==> src/rtl/backend_pkg.sv <==
// Shared backend types: scheduler/execute packets and operand source select codes.
// Packet field widths are fixed here; stage parameters must agree with DEF_XLEN/DEF_PREG_W.
package backend_pkg;

    localparam int DEF_XLEN   = 32;
    localparam int DEF_PREG_W = 6;
    localparam int AREG_W     = 5;
    localparam int OPC_W      = 7;
    localparam int ROB_W      = 6;

    typedef enum logic [1:0] {
        ZERO     = 2'd0,
        REG_FILE = 2'd1,
        FORWARD  = 2'd2
    } fwrd_mux;

    typedef struct packed {
        logic [OPC_W-1:0]      opcode;
        logic [AREG_W-1:0]     dst_areg;
        logic [DEF_PREG_W-1:0] dst_preg;
        logic [DEF_PREG_W-1:0] src1_preg;
        logic [DEF_PREG_W-1:0] src2_preg;
        logic [ROB_W-1:0]      rob_entry_idx;
        logic [DEF_XLEN-1:0]   imm_val;
        logic [DEF_XLEN-1:0]   pc;
        logic                  alu_en;
        logic                  br_taken;
        logic                  instr_valid;
    } disp_packet_t;

    typedef struct packed {
        logic [OPC_W-1:0]      opcode;
        logic [AREG_W-1:0]     dst_areg;
        logic [DEF_PREG_W-1:0] dst_preg;
        logic [DEF_PREG_W-1:0] src1_preg;
        logic [DEF_PREG_W-1:0] src2_preg;
        logic [ROB_W-1:0]      rob_entry_idx;
        logic [DEF_XLEN-1:0]   imm_val;
        logic [DEF_XLEN-1:0]   pc;
        logic                  alu_en;
        logic                  br_taken;
        logic                  instr_valid;
        logic [DEF_XLEN-1:0]   src1_val;
        logic [DEF_XLEN-1:0]   src2_val;
        fwrd_mux               src1_sel;
        fwrd_mux               src2_sel;
    } exec_packet_t;

endpackage

==> src/rtl/issue_register_read_if.sv <==
// Scheduler, register file, bypass and execute signals of the register-read stage.
// master = surrounding pipeline, slave = the register-read stage.
interface issue_register_read_if
    import backend_pkg::*;
#(
    parameter int ISSUE_WIDTH = 2,
    parameter int NUM_FWD     = 3,
    parameter int XLEN        = DEF_XLEN,
    parameter int PREG_W      = DEF_PREG_W
);
    logic                                  flush;
    logic [ISSUE_WIDTH-1:0]                in_valid;
    disp_packet_t [ISSUE_WIDTH-1:0]        in_pkt;
    logic                                  in_ready;
    logic [2*ISSUE_WIDTH-1:0][PREG_W-1:0]  rf_raddr;
    logic [2*ISSUE_WIDTH-1:0][XLEN-1:0]    rf_rdata;
    logic [NUM_FWD-1:0]                    fwd_valid;
    logic [NUM_FWD-1:0][PREG_W-1:0]        fwd_preg;
    logic [NUM_FWD-1:0][XLEN-1:0]          fwd_data;
    logic [ISSUE_WIDTH-1:0]                out_valid;
    exec_packet_t [ISSUE_WIDTH-1:0]        out_pkt;
    logic                                  out_ready;

    modport master (
        output flush, in_valid, in_pkt, rf_rdata, fwd_valid, fwd_preg, fwd_data, out_ready,
        input  in_ready, rf_raddr, out_valid, out_pkt
    );

    modport slave (
        input  flush, in_valid, in_pkt, rf_rdata, fwd_valid, fwd_preg, fwd_data, out_ready,
        output in_ready, rf_raddr, out_valid, out_pkt
    );
endinterface

==> src/rtl/operand_bypass_mux.sv <==
// Resolves one source operand: preg 0 reads as zero, else lowest-index matching bypass, else RF.
// Purely combinational, no flow control.
module operand_bypass_mux
    import backend_pkg::*;
#(
    parameter int NUM_FWD = 3,
    parameter int XLEN    = DEF_XLEN,
    parameter int PREG_W  = DEF_PREG_W
) (
    input  logic [PREG_W-1:0]               preg,
    input  logic [XLEN-1:0]                 rf_val,
    input  logic [NUM_FWD-1:0]              fwd_valid,
    input  logic [NUM_FWD-1:0][PREG_W-1:0]  fwd_preg,
    input  logic [NUM_FWD-1:0][XLEN-1:0]    fwd_data,
    output logic [XLEN-1:0]                 val,
    output fwrd_mux                         sel
);
    always_comb begin
        val = rf_val;
        sel = REG_FILE;
        // Scan from the lowest-priority bus so bus 0 wins by overwriting last.
        for (int k = NUM_FWD - 1; k >= 0; k--) begin
            if (fwd_valid[k] && (fwd_preg[k] == preg)) begin
                val = fwd_data[k];
                sel = FORWARD;
            end
        end
        if (preg == '0) begin
            val = '0;
            sel = ZERO;
        end
    end
endmodule

==> src/rtl/issue_register_read.sv <==
// Register-read stage: resolves operands at accept and registers execute packets, 1-cycle latency.
// OUT register plus one skid bundle; in_ready depends only on skid occupancy.
module issue_register_read
    import backend_pkg::*;
#(
    parameter int ISSUE_WIDTH = 2,
    parameter int NUM_FWD     = 3,
    parameter int XLEN        = DEF_XLEN,
    parameter int PREG_W      = DEF_PREG_W
) (
    input  logic                  clk,
    input  logic                  rst,
    issue_register_read_if.slave  io
);
    logic                           out_full;
    logic                           skid_full;
    logic [ISSUE_WIDTH-1:0]         out_valid_q;
    logic [ISSUE_WIDTH-1:0]         skid_valid_q;
    exec_packet_t [ISSUE_WIDTH-1:0] out_pkt_q;
    exec_packet_t [ISSUE_WIDTH-1:0] skid_pkt_q;
    exec_packet_t [ISSUE_WIDTH-1:0] new_pkt;
    logic [XLEN-1:0]                opnd_val [2*ISSUE_WIDTH];
    fwrd_mux                        opnd_sel [2*ISSUE_WIDTH];
    logic                           accept;

    for (genvar i = 0; i < ISSUE_WIDTH; i++) begin : g_lane
        for (genvar s = 0; s < 2; s++) begin : g_src
            logic [PREG_W-1:0] preg;
            assign preg = (s == 0) ? io.in_pkt[i].src1_preg : io.in_pkt[i].src2_preg;
            assign io.rf_raddr[2*i+s] = preg;

            operand_bypass_mux #(
                .NUM_FWD (NUM_FWD),
                .XLEN    (XLEN),
                .PREG_W  (PREG_W)
            ) u_mux (
                .preg      (preg),
                .rf_val    (io.rf_rdata[2*i+s]),
                .fwd_valid (io.fwd_valid),
                .fwd_preg  (io.fwd_preg),
                .fwd_data  (io.fwd_data),
                .val       (opnd_val[2*i+s]),
                .sel       (opnd_sel[2*i+s])
            );
        end
    end

    always_comb begin
        new_pkt = '0;
        for (int i = 0; i < ISSUE_WIDTH; i++) begin
            new_pkt[i].opcode        = io.in_pkt[i].opcode;
            new_pkt[i].dst_areg      = io.in_pkt[i].dst_areg;
            new_pkt[i].dst_preg      = io.in_pkt[i].dst_preg;
            new_pkt[i].src1_preg     = io.in_pkt[i].src1_preg;
            new_pkt[i].src2_preg     = io.in_pkt[i].src2_preg;
            new_pkt[i].rob_entry_idx = io.in_pkt[i].rob_entry_idx;
            new_pkt[i].imm_val       = io.in_pkt[i].imm_val;
            new_pkt[i].pc            = io.in_pkt[i].pc;
            new_pkt[i].alu_en        = io.in_pkt[i].alu_en;
            new_pkt[i].br_taken      = io.in_pkt[i].br_taken;
            new_pkt[i].instr_valid   = io.in_pkt[i].instr_valid;
            new_pkt[i].src1_val      = opnd_val[2*i];
            new_pkt[i].src2_val      = opnd_val[2*i+1];
            new_pkt[i].src1_sel      = opnd_sel[2*i];
            new_pkt[i].src2_sel      = opnd_sel[2*i+1];
        end
    end

    assign io.in_ready  = !skid_full;
    assign accept       = !skid_full && (|io.in_valid) && !io.flush;
    assign io.out_valid = out_valid_q;
    assign io.out_pkt   = out_pkt_q;

    always_ff @(posedge clk) begin
        if (rst || io.flush) begin
            out_full     <= 1'b0;
            skid_full    <= 1'b0;
            out_valid_q  <= '0;
            skid_valid_q <= '0;
            out_pkt_q    <= '0;
            skid_pkt_q   <= '0;
        end else if (!out_full) begin
            if (accept) begin
                out_full    <= 1'b1;
                out_valid_q <= io.in_valid;
                out_pkt_q   <= new_pkt;
            end
        end else if (!skid_full) begin
            if (io.out_ready) begin
                if (accept) begin
                    out_valid_q <= io.in_valid;
                    out_pkt_q   <= new_pkt;
                end else begin
                    out_full    <= 1'b0;
                    out_valid_q <= '0;
                end
            end else if (accept) begin
                // OUT must stay stable while stalled, so the newcomer parks in SKID.
                skid_full    <= 1'b1;
                skid_valid_q <= io.in_valid;
                skid_pkt_q   <= new_pkt;
            end
        end else if (io.out_ready) begin
            skid_full    <= 1'b0;
            skid_valid_q <= '0;
            out_valid_q  <= skid_valid_q;
            out_pkt_q    <= skid_pkt_q;
        end
    end
endmodule
==> src/flat_wrapper.sv <==
// flat-port wrapper written by rule: the top's interface ports become plain ports
module issue_register_read_flat import backend_pkg::*;
#(
    parameter int ISSUE_WIDTH = 2,
    parameter int NUM_FWD     = 3,
    parameter int XLEN        = DEF_XLEN,
    parameter int PREG_W      = DEF_PREG_W
)
  (clk, rst, io_flush, io_in_valid, io_in_pkt, io_rf_rdata, io_fwd_valid, io_fwd_preg, io_fwd_data, io_out_ready, io_in_ready, io_rf_raddr, io_out_valid, io_out_pkt);
  issue_register_read_if #(.ISSUE_WIDTH(ISSUE_WIDTH), .NUM_FWD(NUM_FWD), .XLEN(XLEN), .PREG_W(PREG_W)) io_i ();
  input  logic clk;
  input  logic rst;
  input wire logic [$bits(io_i.flush)-1:0] io_flush;
  input wire logic [$bits(io_i.in_valid)-1:0] io_in_valid;
  input wire logic [$bits(io_i.in_pkt)-1:0] io_in_pkt;
  input wire logic [$bits(io_i.rf_rdata)-1:0] io_rf_rdata;
  input wire logic [$bits(io_i.fwd_valid)-1:0] io_fwd_valid;
  input wire logic [$bits(io_i.fwd_preg)-1:0] io_fwd_preg;
  input wire logic [$bits(io_i.fwd_data)-1:0] io_fwd_data;
  input wire logic [$bits(io_i.out_ready)-1:0] io_out_ready;
  output wire logic [$bits(io_i.in_ready)-1:0] io_in_ready;
  output wire logic [$bits(io_i.rf_raddr)-1:0] io_rf_raddr;
  output wire logic [$bits(io_i.out_valid)-1:0] io_out_valid;
  output wire logic [$bits(io_i.out_pkt)-1:0] io_out_pkt;
  assign io_i.flush = io_flush;
  assign io_i.in_valid = io_in_valid;
  assign io_i.in_pkt = io_in_pkt;
  assign io_i.rf_rdata = io_rf_rdata;
  assign io_i.fwd_valid = io_fwd_valid;
  assign io_i.fwd_preg = io_fwd_preg;
  assign io_i.fwd_data = io_fwd_data;
  assign io_i.out_ready = io_out_ready;
  assign io_in_ready = io_i.in_ready;
  assign io_rf_raddr = io_i.rf_raddr;
  assign io_out_valid = io_i.out_valid;
  assign io_out_pkt = io_i.out_pkt;
  issue_register_read #(.ISSUE_WIDTH(ISSUE_WIDTH), .NUM_FWD(NUM_FWD), .XLEN(XLEN), .PREG_W(PREG_W)) u_core (.clk(clk), .rst(rst), .io(io_i));
endmodule
==> config.mk <==
export PLATFORM = sky130hd
export DESIGN_NAME = issue_register_read_flat
export DESIGN_NICKNAME = d
export VERILOG_FILES = /design/src/rtl/backend_pkg.sv /design/src/rtl/issue_register_read_if.sv /design/src/rtl/operand_bypass_mux.sv /design/src/rtl/issue_register_read.sv /design/src/flat_wrapper.sv
export SDC_FILE = /design/constraint.sdc
export NUM_CORES = 2
export LEC_CHECK = 0
export CORE_MARGIN = 5
export CORE_UTILIZATION = 28
export CTS_BUF_LIST = sky130_fd_sc_hd__clkbuf_8
export DETAILED_ROUTE_END_ITERATION = 6
export PLACE_DENSITY_LB_ADDON = 0.05
export REMOVE_ABC_BUFFERS = 1
export SYNTH_ARGS = -nofsm -noshare
export SYNTH_HDL_FRONTEND = slang
export SYNTH_HIERARCHICAL = 1
export SYNTH_SLANG_ARGS = --single-unit
==> constraint.sdc <==
create_clock -name clk -period 2.9 [get_ports clk]
set_input_delay 0.58 -clock clk [delete_from_list [all_inputs] [get_ports clk]]
set_output_delay 0.58 -clock clk [all_outputs]
set_load 0.05 [all_outputs]
---- Word-level counts from Yosys, hierarchy flattened ----
Cells that the tools add are included.
storage, ports and cells
  register bits after elaboration ......... 690
  output and inout port bits .............. 369
operators by class
  equal/unequal tests ..................... 15
  mux-type cells .......................... 53
  bitwise logic cells ..................... 2
  reductions and logical operators ........ 27
operators with widths
  kind                                                                      count
  342-bit two-way mux                                                       5
  32-bit two-way mux                                                        16
  6-bit equality test                                                       12
  2-bit two-way mux                                                         25
  6-bit logical NOT                                                         4
  1-bit logical AND                                                         14
  4-bit AND reduction                                                       2
  1-bit two-way mux                                                         7
  2-bit inequality test (second input constant)                             2
  2-bit nonzero test                                                        2
  1-bit logical NOT                                                         2
  2-bit by 1-bit inequality test with 1-bit output (second input constant)  1
  1-bit inverter                                                            2
  2-bit AND reduction                                                       1
  2-bit OR reduction                                                        1
  1-bit logical OR                                                          1

---- Longest topological paths before layout ----
  depth after elaboration ................. 10
  gate-level depth with buffers ........... 9

---- Hierarchy ----
The synthesis kept the hierarchy.
modules (own cells, without submodules)
  module               times used  cells each  area an instance (µm²)  sequential area each (µm²)
  issue_register_read  1           2774        26107.5                 13813.2
  operand_bypass_mux   4           187         1492.7                  0.0

---- Worst setup path after synthesis ----
No wires, ideal clock.
  kind .................................... input -> register
  start ................................... input io_in_pkt[79]
  end ..................................... register u_core.out_pkt_q, in the netlist u_core/io.out_pkt[38]
  arrival ................................. 2005 ps
  setup slack ............................. 773 ps
  stages on the path ...................... 8
  path buffers ............................ 2
  path through ............................ xor2_1 -> nor4_1 -> buf_4 -> buf_2 -> mux2i_1 -> o211ai_2 -> o221ai_1 -> a2bb2oi_1
RTL lines
  element               line                        text
  start, declared       flat_wrapper.sv:15          input wire logic [$bits(io_i.in_pkt)-1:0] io_in_pkt;
  end signal, assigned  issue_register_read.sv:86   out_pkt_q <= new_pkt;
  end signal, assigned  issue_register_read.sv:92   out_pkt_q <= new_pkt;
  end signal, assigned  issue_register_read.sv:107  out_pkt_q <= skid_pkt_q;
  end, declared         issue_register_read.sv:19   exec_packet_t [ISSUE_WIDTH-1:0] out_pkt_q;

---- Worst setup path after layout ----
  start ................................... register u_core.out_pkt_q, in the netlist u_core/io.out_pkt[223]
  end ..................................... output io_out_pkt[223]
RTL lines
  element        line                text
  end, declared  flat_wrapper.sv:24  output wire logic [$bits(io_i.out_pkt)-1:0] io_out_pkt;
No word-level cell between the ends.

==> flow_summary_export.csv <==
group,metric,value,unit
status,outcome,"completed",
setup_path,critPathTopFamily,"buffers and inverters",
yosys,yosysMostFrequentCell,"nand2_1",
timing,period_minus_slack,2800,ps
yosys,synth-seq-area-share,0.431,
timing,finalWorstSetupSlack,97.1,ps
clock_tree,cts.htree.levels,4,
global_routing,grt_pass1_vias,32300,
layout,drive_gt1_frac,0.149,
layout,final_cell_area,0.0463,mm^2
yosys,syn-cell-area,0.0321,mm^2
timing,finalCritPeriodShare,0.967,
setup_path,worstRegToRegCells,5,
floorplan,initial_utilization,0.281,
global_routing,grt_pass1_wl,232000,um
hold_path,hp-start,"io_in_pkt[119]",
placement,io_buffers,825,
setup_path,cp.required,2320,ps
layout,fin_nets,4813,
drt,drc,0,
layout,finish.utilization,0.406,
yosys,yosysTopAreaCell,"dfxtp_1",
setup_path,cp_max_fo,2,
global_routing,grt-ovfl-total,0,
drt,vias,32400,
yosys,synth_common_cells,"nand2_1, dfxtp_1, a21oi_1, o221ai_1, a2bb2oi_1",
yosys,ys_ff_latch,690,
global_routing,grtUsageTotal,0.251,
timing,hold_viol,0,
setup_path,crit_type,"reg2out",
yosys,synth_top_family_by_area,"compound AO/OA/AOI/OAI gates",
placement,pre_cts_slack,-351,ps
clock_tree,clock_latency,840,ps
yosys,ys_types,43,
floorplan,fp-row-count,124,
placement,dp_hpwl,110000,um
clock_tree,postCtsHoldBufs,0,
drt,wl_per_cell,26.8,um
yosys,yosys.area_share.xor_xnor,0.0197,
timing,skew,20.7,ps
timing,worst_pin_slew,762,ps
layout,fin_cells,5993,
timing,fmax,357,MHz
clock_tree,path_clk_slew,60,ps
drt,drtAntennaViolNets,0,
clock_tree,cts_setup_buffers,0,
hold_path,hp-class,"in2reg",
placement,postPlaceCellArea,0.0435,mm^2
setup_path,cpMaxStageDelayCell,"clkdlybuf4s50_1",
timing,setup_viol,0,
clock_tree,cts_buffer_depth,3,
yosys,synth_edf_count,0,
yosys,synth_top_area_share,0.431,
drt,firstDrtPassIters,6,
yosys,synthCells,3522,
timing,drv_slew,0,
floorplan,design.core.area,0.114,mm^2
clock_tree,cts-buffers-inserted,136,
yosys,synthTopCellsByArea,"dfxtp_1, o221ai_1, a2bb2oi_1, nand2_1, a21oi_1",
setup_path,reg2reg_from,"u_core/out_full$_SDFF_PP0_",
power_and_ir_drop,max-vdd-ir-drop,0.000363,V
floorplan,die_w,348,um
yosys,synth_compound_area_frac,0.291,
drt,routed.top_layer,"met5",
timing,fin_setup_tns,0,ps
setup_path,path_cells,"clkdlybuf4s50_1",
drt,wl_met2,75100,um
layout,synthToLayoutAreaGrowth,44.4,%
yosys,synthMuxAreaShare,0.0399,
setup_path,crit_path_start_kind,"flip-flop",
placement,dp_cells,5730,
yosys,postSynth.asyncResetShare,0,
setup_path,crit_start,"u_core/io.out_pkt[223]$_SDFFE_PP0P_",
floorplan,dieArea,0.121,mm^2
clock_tree,cts_tree,"built",
global_routing,grt_max_degree,100,
drt,wl_met1,69200,um
yosys,synth_flop_cell,"dfxtp_1",
setup_path,cp_num_buf_inv,1,
power_and_ir_drop,power_density,525,mW/mm^2
timing,relSlewSlack,0.490,
yosys,synth_warnings,6,
hold_path,holdPathStages,3,
floorplan,pin_count,826,
timing,fin_worst_hold_slack,311,ps
setup_path,cp.depth,1,
placement,gp_congestion,0.790,
drt,drt_iter0_markers,2688,
drt,vias_per_cell,5.40,
yosys,synthSimpleGateAreaFrac,0.144,
floorplan,die_y,348,um
yosys,syn-mean-instance-area,9.11,um^2
global_routing,antenna_found_initial,40,
yosys,yosys.area_share.adder,0,
setup_path,cpPeakStageDelay,990,ps
drt,wl,160000,um
power_and_ir_drop,power,24.3,mW
flow_run,drv_cap,0,
clock_tree,cts_root_buffer,"clkbuf_8",
setup_path,critical_path_arrival,2220,ps
drt,dr_wl_met3,11900,um
setup_path,cp-end-kind,"primary output",
power_and_ir_drop,total_leakage_power,15.5,nW
clock_tree,cts_sinks,690,
-- per-layer routing --
| metal | GRT usage | vias up |
|---|---|---|
| met5 | 0 | - |
| met4 | 0.0751 | 28 |
| met3 | 0.0663 | 236 |
| met2 | 0.408 | 1253 |
| met1 | 0.329 | 15900 |
| li1 | - | 15000 |
-- cells in the final DEF (no fill, tap or decap), types with 5 or more instances in the layout --
master	netlist	layout
buf_4	32	214
xnor2_1	44	44
o211ai_1	8	8
nor4_1	9	5
clkdlybuf4s50_1	0	799
clkbuf_8	0	165
nand4_1	140	140
inv_12	0	6
nand2_1	693	693
diode_2	0	32
o221ai_1	341	341
or3_2	0	8
nor2_1	21	21
dfxtp_1	690	690
mux2i_1	128	128
inv_1	2	43
a2bb2oi_1	340	340
buf_12	12	108
o211ai_2	120	120
a21oi_1	345	345
nor3_1	8	8
nand3_1	136	132
clkinv_2	0	9
xor2_1	28	28
inv_8	0	5
-- where the power goes --
part | switching [mW] | total, mW | internal [mW]
Clock | 4.74 | 10.1 | 5.32
Sequential | 0.180 | 9.92 | 9.74
Combinational | 2.46 | 4.37 | 1.91
Total | 7.38 | 24.3 | 17.0
-- registers in the layout (all words and copies together), names as in the netlist --
| name | cells |
|---|---|
| u_core/io.out_pkt | 342 |
| u_core/out_full | 1 |
| u_core/skid_pkt_q | 342 |
| u_core/skid_full | 1 |
| u_core/io.out_valid | 2 |
| u_core/skid_valid_q | 2 |
-- kinds of logic (layout without fill, tap and decap cells) --
| family | count (synthesis) | after routing |
|---|---|---|
| XOR/XNOR | 72 | 72 |
| AO/OA/AOI/OAI | 1167 | 1167 |
| AND/OR/NAND/NOR | 1036 | 1036 |
| flip-flops | 690 | 690 |
| buffers and inverters | 429 | 1356 |
| multiplexers | 128 | 128 |
| other | 0 | 32 |
-- final cells by class --
type	instances	area, um^2
antenna	32	80.1
clock buffer	165	2270
tap	1512	1890
fill	11400	67700
inverter	2	7.51
timing repair buffer	1123	11800
sequential	690	13800
multi-input combinational	2403	16000
clock inverter	66	439
-- worst register-to-register path, delay by kind of cell (launching register included) --
kind	cells	cell delay [ps]
and+or+nand+nor	2	480
DFF	1	610
buffers and inverters	1	220
AOI/OAI and AO/OA	2	670
-- path summary, 6_finish.rpt --
kind | to | slack [ps]
setup / recovery | io_out_pkt[223] | 100
hold / removal | u_core/skid_pkt_q[255]$_SDFFE_PP0P_ | 310
setup reg to reg | u_core/io.out_pkt[189]$_SDFFE_PP0P_ | 810
hold reg to reg | u_core/skid_pkt_q[37]$_SDFFE_PP0P_ | 450
-- timing repair --
action                                  in CTS  in global routing
gates resized for setup                      1                  1
endpoints found under the setup margin       1                  1
endpoints found under the hold margin        0                  0
No activity file was read; power rests on OpenSTA's default activity.
